<file path="config.mk">
export PLATFORM = sky130hd
export DESIGN_NAME = i2c_request_arbiter
export DESIGN_NICKNAME = d
export VERILOG_FILES = /design/src/rtl/i2c_arb_pkg.sv /design/src/rtl/i2c_rr_picker.sv /design/src/rtl/i2c_request_arbiter.sv
export SDC_FILE = /design/constraint.sdc
export NUM_CORES = 1
export LEC_CHECK = 0
export ABC_CLOCK_PERIOD_IN_PS = 2150
export BUFFER_PORTS_ARGS = -buffer_cell sky130_fd_sc_hd__clkbuf_2
export CAP_MARGIN = 20
export CORE_UTILIZATION = 42
export DETAILED_ROUTE_END_ITERATION = 12
export PLACE_DENSITY_LB_ADDON = 0.2
export SETUP_SLACK_MARGIN = 0.3
export SLEW_MARGIN = 20
export SYNTH_ARGS = -nofsm -noshare
export SYNTH_HDL_FRONTEND = slang
export SYNTH_SLANG_ARGS = --single-unit
</file>
<file path="constraint.sdc">
create_clock -name axi_clk -period 2.15 [get_ports axi_clk]
set_clock_uncertainty 0.2 [all_clocks]
set_input_delay 0.1075 -clock axi_clk [delete_from_list [all_inputs] [get_ports axi_clk]]
set_output_delay 0.1075 -clock axi_clk [all_outputs]
set_load 0.02 [all_outputs]
</file>
<file path="src/rtl/i2c_arb_pkg.sv">
// Shared types and constants for the I2C request arbiter.
// Covers the FSM state encoding, the latched transaction descriptor and byte-count normalisation.
package i2c_arb_pkg;

   typedef enum logic [2:0] {
      IDLE      = 3'd0,
      LAUNCH    = 3'd1,
      WAIT_BUSY = 3'd2,
      RUN       = 3'd3,
      COMPLETE  = 3'd4
   } arb_state_t;

   typedef struct packed {
      logic [6:0] addr;
      logic [7:0] reg_addr;
      logic       rw;
      logic [3:0] bytes;
      logic       use_reg;
   } i2c_desc_t;

   localparam int BUSY_BIT  = 7;
   localparam int MAX_BYTES = 15;

   // A zero byte count would stall the master, so it is promoted to a single byte.
   function automatic logic [3:0] norm_bytes(input logic [3:0] b);
      return (b == 4'd0) ? 4'd1 : b;
   endfunction

endpackage

</file>
<file path="src/rtl/i2c_rr_picker.sv">
// Combinational round-robin priority encoder.
// The first set request at or after rr_ptr wins, wrapping modulo NREQ.
module i2c_rr_picker #(
   parameter int NREQ    = 3,
   parameter int GRANT_W = $clog2(NREQ)
) (
   input  logic [NREQ-1:0]    req,
   input  logic [GRANT_W-1:0] rr_ptr,
   output logic               found,
   output logic [GRANT_W-1:0] idx
);

   logic [GRANT_W-1:0] pos [NREQ];
   logic [NREQ-1:0]    hit;

   genvar gi;
   for (gi = 0; gi < NREQ; gi++) begin : g_rot
      logic [GRANT_W:0] sum;
      assign sum     = {1'b0, rr_ptr} + (GRANT_W+1)'(gi);
      assign pos[gi] = (sum >= (GRANT_W+1)'(NREQ)) ? GRANT_W'(sum - (GRANT_W+1)'(NREQ))
                                                   : sum[GRANT_W-1:0];
      assign hit[gi] = req[pos[gi]];
   end

   // Walk from the far end so the smallest offset from rr_ptr is written last.
   always_comb begin
      found = |hit;
      idx   = '0;
      for (int i = NREQ - 1; i >= 0; i--) begin
         if (hit[i]) begin
            idx = pos[i];
         end
      end
   end

endmodule

</file>
<file path="src/rtl/i2c_request_arbiter.sv">
// Round-robin owner of the single I2C master FSM: latches the winning descriptor,
// runs start/busy handshakes and pulses done/error back. Optional RUN watchdog: I2C_ARB_WATCHDOG_EN.
module i2c_request_arbiter
   import i2c_arb_pkg::*;
#(
   parameter int NREQ           = 3,
   parameter int GRANT_W        = $clog2(NREQ),
   parameter int START_HOLD_MAX = 1000
`ifdef I2C_ARB_WATCHDOG_EN
   ,
   parameter int RUN_TIMEOUT    = 2_000_000
`endif
) (
   input  logic                 axi_clk,
   input  logic                 axi_resetn,
   input  logic [NREQ-1:0]      req,
   input  logic [NREQ*7-1:0]    req_addr,
   input  logic [NREQ*8-1:0]    req_reg,
   input  logic [NREQ-1:0]      req_rw,
   input  logic [NREQ*4-1:0]    req_bytes,
   input  logic [NREQ-1:0]      req_use_reg,
   output logic [NREQ-1:0]      done,
   output logic [NREQ-1:0]      error,
   output logic                 grant_valid,
   output logic [GRANT_W-1:0]   grant_idx,
   output logic [31:0]          m_address,
   output logic [31:0]          m_register,
   output logic                 m_read_write,
   output logic [3:0]           m_byte_count,
   output logic                 m_use_register,
   output logic                 m_start,
   input  logic                 m_clear_start,
   input  logic                 m_busy,
   input  logic                 m_ack_error
`ifdef I2C_ARB_WATCHDOG_EN
   ,
   output logic                 wdog_fired
`endif
);

   localparam int HOLD_W = $clog2(START_HOLD_MAX + 1);

   arb_state_t          state_q, state_d;
   logic [GRANT_W-1:0]  rr_ptr_q, rr_ptr_d;
   logic [GRANT_W-1:0]  grant_idx_q, grant_idx_d;
   logic                grant_valid_q, grant_valid_d;
   i2c_desc_t           desc_q, desc_d;
   logic [HOLD_W-1:0]   hold_cnt_q, hold_cnt_d;
   logic                busy_q;
   logic                nack_q, nack_d;
   logic                err_q, err_d;

   logic                pick_found;
   logic [GRANT_W-1:0]  pick_idx;
   i2c_desc_t           req_desc [NREQ];
   logic                done_any;

`ifdef I2C_ARB_WATCHDOG_EN
   localparam int RUN_W = $clog2(RUN_TIMEOUT + 1);
   logic [RUN_W-1:0]    run_cnt_q, run_cnt_d;
   logic                wdog_q, wdog_d;
`endif

   i2c_rr_picker #(
      .NREQ    (NREQ),
      .GRANT_W (GRANT_W)
   ) u_picker (
      .req    (req),
      .rr_ptr (rr_ptr_q),
      .found  (pick_found),
      .idx    (pick_idx)
   );

   assign done_any = (state_q == COMPLETE);

   genvar gi;
   for (gi = 0; gi < NREQ; gi++) begin : g_req
      assign req_desc[gi] = '{
         addr:     req_addr[gi*7 +: 7],
         reg_addr: req_reg[gi*8 +: 8],
         rw:       req_rw[gi],
         bytes:    norm_bytes(req_bytes[gi*4 +: 4]),
         use_reg:  req_use_reg[gi]
      };
      assign done[gi]  = done_any && (grant_idx_q == GRANT_W'(gi));
      assign error[gi] = done[gi] && err_q;
   end

   always_comb begin
      state_d       = state_q;
      rr_ptr_d      = rr_ptr_q;
      grant_idx_d   = grant_idx_q;
      grant_valid_d = grant_valid_q;
      desc_d        = desc_q;
      hold_cnt_d    = hold_cnt_q;
      nack_d        = nack_q;
      err_d         = err_q;
`ifdef I2C_ARB_WATCHDOG_EN
      run_cnt_d     = '0;
      wdog_d        = wdog_q;
`endif

      case (state_q)
         IDLE: begin
            hold_cnt_d = '0;
            nack_d     = 1'b0;
            err_d      = 1'b0;
            if (pick_found) begin
               desc_d        = req_desc[pick_idx];
               grant_idx_d   = pick_idx;
               grant_valid_d = 1'b1;
               state_d       = LAUNCH;
            end
         end

         // An acknowledge in the final hold cycle still counts as a successful launch.
         LAUNCH: begin
            hold_cnt_d = hold_cnt_q + 1'b1;
            if (m_clear_start) begin
               state_d = WAIT_BUSY;
            end else if (hold_cnt_d == HOLD_W'(START_HOLD_MAX)) begin
               err_d   = 1'b1;
               state_d = COMPLETE;
            end
         end

         WAIT_BUSY: begin
            if (m_busy) begin
               state_d = RUN;
            end
         end

         RUN: begin
`ifdef I2C_ARB_WATCHDOG_EN
            run_cnt_d = run_cnt_q + 1'b1;
`endif
            if (busy_q && !m_busy) begin
               err_d   = nack_q | m_ack_error;
               state_d = COMPLETE;
`ifdef I2C_ARB_WATCHDOG_EN
            end else if (run_cnt_d == RUN_W'(RUN_TIMEOUT)) begin
               err_d   = 1'b1;
               wdog_d  = 1'b1;
               state_d = COMPLETE;
`endif
            end else if (m_busy && m_ack_error) begin
               nack_d = 1'b1;
            end
         end

         COMPLETE: begin
            rr_ptr_d      = (grant_idx_q == GRANT_W'(NREQ - 1)) ? '0 : grant_idx_q + 1'b1;
            grant_valid_d = 1'b0;
            state_d       = IDLE;
         end

         default: begin
            state_d = IDLE;
         end
      endcase
   end

   always_ff @(posedge axi_clk or negedge axi_resetn) begin
      if (!axi_resetn) begin
         state_q       <= IDLE;
         rr_ptr_q      <= '0;
         grant_idx_q   <= '0;
         grant_valid_q <= 1'b0;
         desc_q        <= '0;
         hold_cnt_q    <= '0;
         busy_q        <= 1'b0;
         nack_q        <= 1'b0;
         err_q         <= 1'b0;
`ifdef I2C_ARB_WATCHDOG_EN
         run_cnt_q     <= '0;
         wdog_q        <= 1'b0;
`endif
      end else begin
         state_q       <= state_d;
         rr_ptr_q      <= rr_ptr_d;
         grant_idx_q   <= grant_idx_d;
         grant_valid_q <= grant_valid_d;
         desc_q        <= desc_d;
         hold_cnt_q    <= hold_cnt_d;
         busy_q        <= m_busy;
         nack_q        <= nack_d;
         err_q         <= err_d;
`ifdef I2C_ARB_WATCHDOG_EN
         run_cnt_q     <= run_cnt_d;
         wdog_q        <= wdog_d;
`endif
      end
   end

   // Outputs decode straight from flops so the async reset clears them at once.
   assign grant_valid    = grant_valid_q;
   assign grant_idx      = grant_idx_q;
   assign m_start        = (state_q == LAUNCH);
   assign m_address      = {25'd0, desc_q.addr};
   assign m_register     = {24'd0, desc_q.reg_addr};
   assign m_read_write   = desc_q.rw;
   assign m_byte_count   = desc_q.bytes;
   assign m_use_register = desc_q.use_reg;
`ifdef I2C_ARB_WATCHDOG_EN
   assign wdog_fired     = wdog_q;
`endif

endmodule
</file>
==> summary.md, run 1 <==
| Metric | Value |
|---|---|
| Maximum clock rate | `~0.42 GHz` |
| First-pass GRT wire length | `14.2 mm` |
| Via Count | `slightly above 3000` |
| Mapped Area | `about 3000 um2` |
| Worst-path cell chain | `inv_2 -> ha_4 -> maj3_1 -> o221ai_4 -> clkbuf_16 -> mux2i_2 -> o221ai_2` |
| Post-synth EDFFs | `0` |
| Vias/cell | `~5.1` |
| CP startpoint kind | `flop` |
| Met1 usage | `0.274` |
| Hold Slack | `0.0599 ns` |
| DP HPWL | `5.18 mm` |
| Period Utilization, post-route | `1.10` |
| Crit path required time | `around 2.1 ns` |
| Initial antenna violation count | `0` |
| Syn-to-layout area delta | `56.1%` |
| Total CTS buffers | `5` |
| Leakage | `around 2.2 nW` |
| Die area | `about 7400 um2` |
| CTS tree | `built` |
| Die H | `about 86 um` |
| RSZ-0062 raised after global routing | `true` |
| Violated checks | `setup timing` |
| Non-filler cells, final | `605` |
| N_diodes | `0` |
| Yosys reg bits | `42` |
| Placed cell areas | `between 3000 and 4000 um2` |
| Fraction of registers with async set or reset after synthesis | `1.00` |
| Grt met2 use | `0.438` |
| Starting Density | `0.437` |
| CP arrival | `about 2.4 ns` |
| Antenna-violating nets left | `0` |
| Die Width | `~86 um` |
| Register area share after synthesis | `0.352` |
| Fill count | `between 400 and 500` |
| Hold WC Path Type | `primary input to flop` |
| Final nets | `between 500 and 600` |
| Multi-input gate area | `~1900 um2` |
| # port buffers | `101` |
| GPL Wtd Cong | `approximately 0.78` |
| Final Cell Area | `approximately 4700 um2` |
| Gr usage total | `0.244` |
| Critical path class | `flop to flop` |
| WL final | `approximately 9.6 mm` |
| Post-Synthesis Cells | `roughly 320` |
| Final Setup Violations | `22` |
| Placed Cells | `between 500 and 600` |
| Setup TNS Final | `-3.17 ns` |
| Drt drc | `0` |
| Core Box Area | `6830 um2` |
| Slew Viols, Final | `0` |
| TritonRoute pass-1 iters | `4` |
| Max stage delay on crit path | `0.41 ns` |
| Clock Sinks | `42` |
| Vias in the first global route | `around 3100` |
| CP max stage cell | `dfrtp_1` |
| Root Driver | `clkbuf_8` |
| Outcome | `finished, violations left` |
| Max_cap viols | `0` |
| Maximum vdd drop | `621 uV` |
| Clk_lat worst skew | `0.30 ns` |
| CP Capture Type | `flop` |
| # IOs | `~150` |
| Warning count from the yosys run | `0` |
| First DRT Iteration DRCs | `95` |
| Tmin final | `between 2 and 2.5 ns` |
| Site Rows | `30` |
| Grt peak-use layer | `met2` |
| Sequential cell area | `1060 um2` |
| Final worst slack | `-0.215 ns` |
| Clk pin slew, worst setup/hold paths | `~0.090 ns` |
| Largest net degree at the start of global routing | `29` |
| DR WL/cell | `between 15 and 20 um` |
| Main flop type after synthesis | `dfrtp_1` |
| Overflow after GRT | `0` |
| H-Tree Depth | `2` |
| Final Hold Vio Count | `0` |
| Share of cells above drive strength 1 | `0.426` |
| Crit Path Max Fanout | `6` |
| Met3 usage | `0.0524` |
| Power Dens Cells | `about 1100 nW/um2` |
| Mean post-synth cell area | `just over 9 um2` |
| Yosys cell types | `53` |
| Clock buffer depth | `2` |
routing by layer:
metal  share of wire  vias to the layer above
met5               0                        -
li1                -                     1421
met4           0.031                        0
met3           0.071                       31
met1            0.37                     1477
met2            0.53                      151
Yosys cell counts, types with 2 or more instances:
master / n / area share
a21o_1: 3 / 0.0075
a21oi_1: 8 / 0.013
and2_1: 3 / 0.0063
and3_1: 3 / 0.0063
buf_2: 4 / 0.0067
buf_4: 50 / 0.13
buf_6: 5 / 0.019
clkbuf_1: 8 / 0.010
dfrtp_1: 42 / 0.35
ha_1: 3 / 0.013
inv_1: 6 / 0.0075
mux2_2: 2 / 0.0075
mux2i_1: 23 / 0.077
nand2_1: 63 / 0.079
nand3_1: 4 / 0.0067
nand4_1: 2 / 0.0042
nor2_1: 10 / 0.013
nor2b_1: 2 / 0.0042
nor3_1: 11 / 0.018
nor3b_1: 3 / 0.0075
o21ai_0: 12 / 0.020
o21bai_1: 3 / 0.0075
o221ai_2: 21 / 0.11
sequential cells by signal, indices dropped and copies added, names as in the netlist:
| signal | cells |
|---|---|
| err_q | 1 |
| m_use_register | 1 |
| rr_ptr_q | 2 |
| hold_cnt_q | 10 |
| m_address | 7 |
| busy_q | 1 |
| m_read_write | 1 |
| state_q | 3 |
| nack_q | 1 |
| grant_valid | 1 |
| grant_idx | 2 |
| m_byte_count | 4 |
| m_register | 8 |
critical path, delay by kind of cell, from the launching register on:
kind	cells	cell delay, ns
AO/OA/AOI/OAI	2	0.44
adder cells (fa/ha/maj)	2	0.59
buffers and inverters	2	0.34
flip-flops	1	0.41
multiplexers	1	0.27
cell type report:
class                           instances  area share
Timing Repair Buffer                  197       0.312
Clock inverter                          2     0.00295
Tap cell                               96      0.0258
Clock buffer                            6      0.0156
Inverter                                7     0.00564
Sequential cell                        42       0.227
Multi-Input combinational cell        255       0.410
power by group:
group | total [mW] | leakage [nW] | internal (mW) | switching, mW
combinational | 2.95 | 1.63 | 1.31 | 1.64
sequential | 1.46 | 0.520 | 1.12 | 0.345
clock | 0.520 | 0.0452 | 0.230 | 0.291
kinds of logic (layout without fill, tap and decap cells):
logic type,count (synthesis),after routing,synth area share
AOI/OAI and AO/OA,63,63,0.201
adders and majority gates,5,5,0.0197
buffers and inverters,74,212,0.170
DFF,42,42,0.352
muxes,25,25,0.0847
other,1,49,0.00126
and+or+nand+nor,111,113,0.171
stage by stage:
stage,util,setup slack (ns),total power [mW]
after detailed placement,0.514,-0.209,3.78
after floorplan,-,-0.0382,3.21
after global placement,0.514,-0.145,3.72
final,0.682,-0.215,4.94
after CTS,0.644,-0.137,4.58
after global routing,0.682,-0.293,5.23
layout by cell type, fill, tap and decap left out, drive strengths merged, types with 4 or more instances in the layout:
cell	n
nor2	10
o21ai	12
o221ai	22
a21oi	8
nand3	4
dfrtp	42
inv	6
buf	33
nand2	63
clkbuf	105
mux2i	23
or2	4
conb	49
dlygate4sd3	65
nor3	11
and2	4
final timing paths:
check                      slack, ns  cells after the start                    start                     endpoint
setup / recovery               -0.21                      7  rr_ptr_q[0]$_DFFE_PN0P_    m_register[4]$_DFFE_PN0P_
hold / removal                  0.06                      4             req_bytes[4]  m_byte_count[0]$_DFFE_PN0P_
setup reg to reg               -0.21                      7  rr_ptr_q[0]$_DFFE_PN0P_    m_register[4]$_DFFE_PN0P_
hold reg to reg                 0.28                      2  grant_valid$_DFFE_PN0P_      grant_valid$_DFFE_PN0P_
max in group asynchronous       1.35                      3               axi_resetn       state_q[2]$_DFFE_PN0P_
min in group asynchronous       0.12                      3               axi_resetn  m_byte_count[0]$_DFFE_PN0P_
what timing repair did:
item	in CTS	in global routing
hold endpoints to repair	67	0
buffers inserted	8	6
gates resized for setup	26	43
cloned	2	1
pin swaps	7	12
hold buffers	65	0
setup endpoints to repair	33	32
Power figures use the tool's default switching activity.
==> inputs of run 2 (changes only) <==
--- a/config.mk
+++ b/config.mk
@@ -6,10 +6,10 @@
 export NUM_CORES = 1
 export LEC_CHECK = 0
 export ABC_CLOCK_PERIOD_IN_PS = 2150
-export BUFFER_PORTS_ARGS = -buffer_cell sky130_fd_sc_hd__clkbuf_2
 export CAP_MARGIN = 20
-export CORE_UTILIZATION = 42
+export CORE_UTILIZATION = 45
 export DETAILED_ROUTE_END_ITERATION = 12
+export DONT_BUFFER_PORTS = 1
 export PLACE_DENSITY_LB_ADDON = 0.2
 export SETUP_SLACK_MARGIN = 0.3
 export SLEW_MARGIN = 20
==> constraint.sdc (replaced) <==
create_clock -name axi_clk -period 2.15 [get_ports axi_clk]
set_clock_uncertainty 0.2 [all_clocks]
set_input_delay 0.43 -clock axi_clk [delete_from_list [all_inputs] [get_ports axi_clk]]
set_output_delay 0.43 -clock axi_clk [all_outputs]
set_load 0.02 [all_outputs]
==> summary.md, run 2 (synthesis gave the netlist of run 1 again) <==
| Metric | Value |
|---|---|
| Die H | `between 80 and 90 um` |
| CP bufs+invs | `1` |
| Drt drc | `0` |
| Hold Path Stages | `1` |
| TritonRoute pass-1 iters | `4` |
| # port buffers | `0` |
| Clock Sinks | `42` |
| Crit Path Max Fanout | `10` |
| Multi-input gate area | `1840 um2` |
| Leakage | `roughly 1.6 nW` |
| Vias/cell | `about 5.4` |
| Outcome | `finished, violations left` |
| Largest net degree at the start of global routing | `43` |
| RSZ-0062 raised after global routing | `true` |
| Delay-heaviest family, CP | `compound AO/OA/AOI/OAI gates` |
| Core Box Area | `~6400 um2` |
| Starting Density | `0.467` |
| CP max stage cell | `a2111o_2` |
| Site Rows | `29` |
| WL final | `6.97 mm` |
| Die area | `about 7000 um2` |
| First-pass GRT wire length | `~11 mm` |
| Tmin final | `2.30 ns` |
| Final Setup Violations | `23` |
| Initial antenna violation count | `0` |
| Max stage delay on crit path | `roughly 0.51 ns` |
| Vias in the first global route | `2257` |
| GPL Wtd Cong | `slightly above 0.8` |
| Final worst slack | `-0.150 ns` |
| Sequential cell area | `between 1000 and 1500 um2` |
| N_diodes | `0` |
| CP startpoint kind | `flop` |
| Slew Viols, Final | `0` |
| Crit path required time | `about 2.2 ns` |
| CTS tree | `built` |
| H-Tree Depth | `2` |
| Total CTS buffers | `5` |
| Period Utilization, post-route | `1.07` |
| Violated checks | `setup timing` |
| Commonest non-fill, non-tap cell in the layout | `nand2_1` |
| Power Dens Cells | `1310 nW/um2` |
| Clock buffer depth | `2` |
| Final Hold Vio Count | `0` |
| R2r worst-path depth | `6` |
| Critical path class | `flop to flop` |
| Fill count | `approximately 560` |
| Clk pin slew, worst setup/hold paths | `around 0.080 ns` |
| CP arrival | `roughly 2.3 ns` |
| Hold Slack | `slightly below 0.05 ns` |
| Clk_lat worst skew | `between 0.2 and 0.3 ns` |
| Worst reg2reg startpoint | `rr_ptr_q[0]$_DFFE_PN0P_` |
| First DRT Iteration DRCs | `111` |
| Max_cap viols | `0` |
| Pwr Total | `roughly 4.6 mW` |
| Root Driver | `clkbuf_8` |
| DP HPWL | `4.79 mm` |
| Gr usage total | `0.201` |
| Hold Path Origin | `m_clear_start` |
| Antenna-violating nets left | `0` |
| Final Core Density | `0.551` |
| # IOs | `approximately 150` |
| Overflow after GRT | `0` |
| CP Capture Type | `flop` |
| Final nets | `between 400 and 500` |
| Die Width | `~83 um` |
| Maximum vdd drop | `just over 600 uV` |
| Syn-to-layout area delta | `17.8%` |
| Most frequent cells in the layout | `nand2_1, conb_1, dfrtp_1` |
| Share of cells above drive strength 1 | `0.314` |
| Largest register by flop count | `hold_cnt_q` |
| Instance count on the critical path | `6` |
| Max reg flops | `10` |
| Worst-path cell chain | `inv_2 -> ha_4 -> maj3_2 -> a2111o_2 -> or2_4 -> o221ai_2` |
| DR WL/cell | `approximately 16 um` |
| Maximum clock rate | `approximately 0.43 GHz` |
| CP startpoint | `rr_ptr_q[0]$_DFFE_PN0P_` |
| Via Count | `between 2000 and 2500` |
| Hold WC Path Type | `primary input to flop` |
run 2: cell count changes in the layout (fill, tap and decap cells not counted), moves of 4 or more:
cell / delta
mux2i_2: -10
dlygate4sd3_1: -63
dfrtp_1: +4
dfrtp_2: -4
clkbuf_2: -98
mux2i_4: -6
mux2i_1: +16
run 2: where the power goes:
part | total [mW] | internal (mW) | switching, mW
clock network | 0.517 | 0.230 | 0.287
registers | 1.69 | 1.11 | 0.574
logic | 2.39 | 1.12 | 1.27
run 2: repair_timing:
| action | in CTS | in global routing |
|---|---|---|
| cloned | 2 | 0 |
| pin swaps | 10 | 15 |
| endpoints found under the hold margin | 43 | 0 |
| gates resized for setup | 36 | 14 |
| setup buffers | 8 | 8 |
| setup endpoints to repair | 34 | 36 |
| hold buffers | 3 | 0 |
run 2: final cells by class:
| cell class | count | share of cell area |
|---|---|---|
| repair buffers | 41 | 0.117 |
| clock buffers | 6 | 0.0206 |
| clock inverters | 2 | 0.00391 |
| flip-flops and latches | 42 | 0.300 |
| multi-input cells | 255 | 0.523 |
| well taps | 77 | 0.0274 |
| inverters | 7 | 0.00889 |
run 2: worst paths after layout:
kind                            slack (ns)                         to
max in group asynchronous             1.11     state_q[1]$_DFFE_PN0P_
worst max register to register       -0.15   m_read_write$_DFFE_PN0P_
worst min register to register        0.35    rr_ptr_q[0]$_DFFE_PN0P_
worst min-delay path                  0.05     state_q[0]$_DFFE_PN0P_
worst max-delay path                 -0.15   m_read_write$_DFFE_PN0P_
min in group asynchronous             0.43  hold_cnt_q[2]$_DFFE_PN0P_
run 2: metrics by stage:
step	instance area [um2]	std cells	setup WS (ns)	TNS, ns
after floorplan	3290	369	-0.0382	-0.776
after global placement	3070	401	-0.146	-2.94
after detailed placement	3070	401	-0.216	-3.90
after CTS	3400	422	-0.134	-2.74
after global routing	3520	430	-0.241	-5.03
final	3520	430	-0.150	-3.12
run 2: layer usage:
layer  wire [um]  track usage  up-vias
met5           0            0        -
met4          50       0.0555        0
met3         381       0.0544        4
met2        3540        0.341       87
met1        3000        0.252     1136
li1            -            -     1109
run 2: worst register-to-register path: stages (launching register included):
cell and delay, ns:
dfrtp_1 0.42, inv_2 0.08, ha_4 0.21, maj3_2 0.33
a2111o_2 0.51, or2_4 0.34, o221ai_2 0.14
==> inputs of run 3 (changes only) <==
--- a/config.mk
+++ b/config.mk
@@ -8,10 +8,12 @@
 export ABC_CLOCK_PERIOD_IN_PS = 2150
 export CAP_MARGIN = 20
 export CORE_UTILIZATION = 45
+export CTS_BUF_LIST = sky130_fd_sc_hd__clkbuf_4 sky130_fd_sc_hd__clkbuf_8
 export DETAILED_ROUTE_END_ITERATION = 12
 export DONT_BUFFER_PORTS = 1
 export PLACE_DENSITY_LB_ADDON = 0.2
 export SETUP_SLACK_MARGIN = 0.3
+export SKIP_CTS_REPAIR_TIMING = 1
 export SLEW_MARGIN = 20
 export SYNTH_ARGS = -nofsm -noshare
 export SYNTH_HDL_FRONTEND = slang
==> summary.md, run 3 (synthesis gave the netlist of run 1 again) <==
| Metric | Value |
|---|---|
| Multi-input gate area | `between 1500 and 2000 um2` |
| Initial antenna violation count | `0` |
| Final Cell Area | `about 3500 um2` |
| Hold Path Stages | `1` |
| Leakage | `1.61 nW` |
| R2R setup slack | `-0.16 ns` |
| # IOs | `about 150` |
| Reg2reg end | `m_byte_count[0]$_DFFE_PN0P_` |
| First-pass GRT wire length | `about 11 mm` |
| CP arrival | `roughly 2.3 ns` |
| Drt drc | `0` |
| Die area | `just under 7000 um2` |
| Die Width | `between 80 and 90 um` |
| Slew Viols, Final | `0` |
| Final worst slack | `-0.155 ns` |
| Final nets | `between 400 and 500` |
| First DRT Iteration DRCs | `88` |
| Pwr Total | `between 4 and 5 mW` |
| Slew at the pin closest to its max-slew limit | `0.519 ns` |
| CP Capture Type | `flop` |
| Antenna-violating nets left | `0` |
| RSZ-0062 raised after global routing | `true` |
| Starting Density | `0.467` |
| WL final | `roughly 7 mm` |
| Via Count | `roughly 2300` |
| Largest register by flop count | `hold_cnt_q` |
| Crit path required time | `2.16 ns` |
| Final Setup Violations | `23` |
| Hold Slack | `about 0.044 ns` |
| Sequential cell area | `~1100 um2` |
| Final Core Density | `0.552` |
| DR WL/cell | `approximately 17 um` |
| CTS tree | `built` |
| GPL Wtd Cong | `roughly 0.82` |
| Root Driver | `clkbuf_8` |
| Die H | `around 83 um` |
| Crit Path Max Fanout | `6` |
| Critical path class | `flop to flop` |
| Syn-to-layout area delta | `18.0%` |
| Gr usage total | `0.186` |
| CP startpoint | `rr_ptr_q[0]$_DFFE_PN0P_` |
| DP HPWL | `about 4.8 mm` |
| # port buffers | `0` |
| Tmin final | `2.31 ns` |
| Site Rows | `29` |
| Max_cap viols | `0` |
| Hold Path Origin | `m_clear_start` |
| Worst reg2reg startpoint | `rr_ptr_q[0]$_DFFE_PN0P_` |
| Maximum vdd drop | `631 uV` |
| H-Tree Depth | `2` |
| Share of cells above drive strength 1 | `0.327` |
| Fill count | `approximately 580` |
| Hold path endpoint | `state_q[0]$_DFFE_PN0P_` |
| Placed Cells | `between 400 and 500` |
| Rel. slew slack | `0.651` |
| Setup TNS Final | `-2.83 ns` |
| Most frequent cells in the layout | `nand2_1, conb_1, dfrtp_1` |
| N_diodes | `0` |
| Commonest non-fill, non-tap cell in the layout | `nand2_1` |
| Max reg flops | `10` |
| Vias in the first global route | `around 2200` |
| Overflow after GRT | `0` |
| Placed cell areas | `between 3000 and 4000 um2` |
| Total CTS buffers | `5` |
| Vias/cell | `5.45` |
| Non-filler cells, final | `approximately 430` |
| Final Hold Vio Count | `0` |
| CP startpoint kind | `flop` |
| Core Box Area | `around 6400 um2` |
| Outcome | `finished, violations left` |
| Clock buffer depth | `2` |
| Hold WC Path Type | `primary input to flop` |
| R2r worst-path depth | `6` |
| Clk_lat worst skew | `between 0.2 and 0.3 ns` |
| Violated checks | `setup timing` |
| Power Dens Cells | `between 1000 and 1500 nW/um2` |
| Largest net degree at the start of global routing | `43` |
| TritonRoute pass-1 iters | `4` |
| Maximum clock rate | `0.434 GHz` |
| Clock Sinks | `42` |
| Clk pin slew, worst setup/hold paths | `around 0.080 ns` |
| Dpl ws | `-0.216 ns` |
| Period Utilization, post-route | `1.07` |
-- run 3: cell count changes in the layout (fill, tap and decap cells not counted), sizes merged --
cell,previous run,this run
clkbuf,6,8
buf,39,33
-- run 3: worst max path at each step --
| stage | end | slack [ns] | cells after the start |
|---|---|---|---|
| floorplan | m_byte_count[1]$_DFFE_PN0P_ | -0.04 | 8 |
| global placement | m_register[6]$_DFFE_PN0P_ | -0.15 | 7 |
| detailed placement | m_register[6]$_DFFE_PN0P_ | -0.22 | 7 |
| CTS | m_register[6]$_DFFE_PN0P_ | -0.22 | 7 |
| global route | m_byte_count[3]$_DFFE_PN0P_ | -0.23 | 6 |
| finish | m_byte_count[0]$_DFFE_PN0P_ | -0.16 | 6 |
-- run 3: area by class of cell --
type	instances	area share
Clock inverter	2	0.00391
Sequential cell	42	0.301
Inverter	7	0.00888
Clock buffer	6	0.0217
Multi-Input combinational cell	255	0.520
Tap cell	77	0.0273
Timing Repair Buffer	37	0.118
-- run 3: layer usage --
| metal | up-vias | part of all wire | track usage | wire length, um |
|---|---|---|---|---|
| met5 | - | 0 | 0 | 0 |
| met4 | 0 | 0.0080 | 0.0555 | 57 |
| met3 | 6 | 0.069 | 0.0584 | 496 |
| met2 | 96 | 0.52 | 0.315 | 3710 |
| met1 | 1116 | 0.40 | 0.228 | 2890 |
| li1 | 1104 | - | - | - |
-- run 3: where the power goes --
group	switching, mW	total, mW	internal [mW]	leakage (nW)
combinational	1.24	2.36	1.12	1.04
sequential	0.601	1.72	1.12	0.517
clock	0.285	0.527	0.242	0.0486
-- run 3: critical path, cell delays in order, from the launching register on --
cell,delay [ns]
dfrtp_1,0.40
inv_2,0.06
ha_4,0.25
maj3_2,0.32
a2111o_2,0.50
or2_4,0.34
o221ai_1,0.16
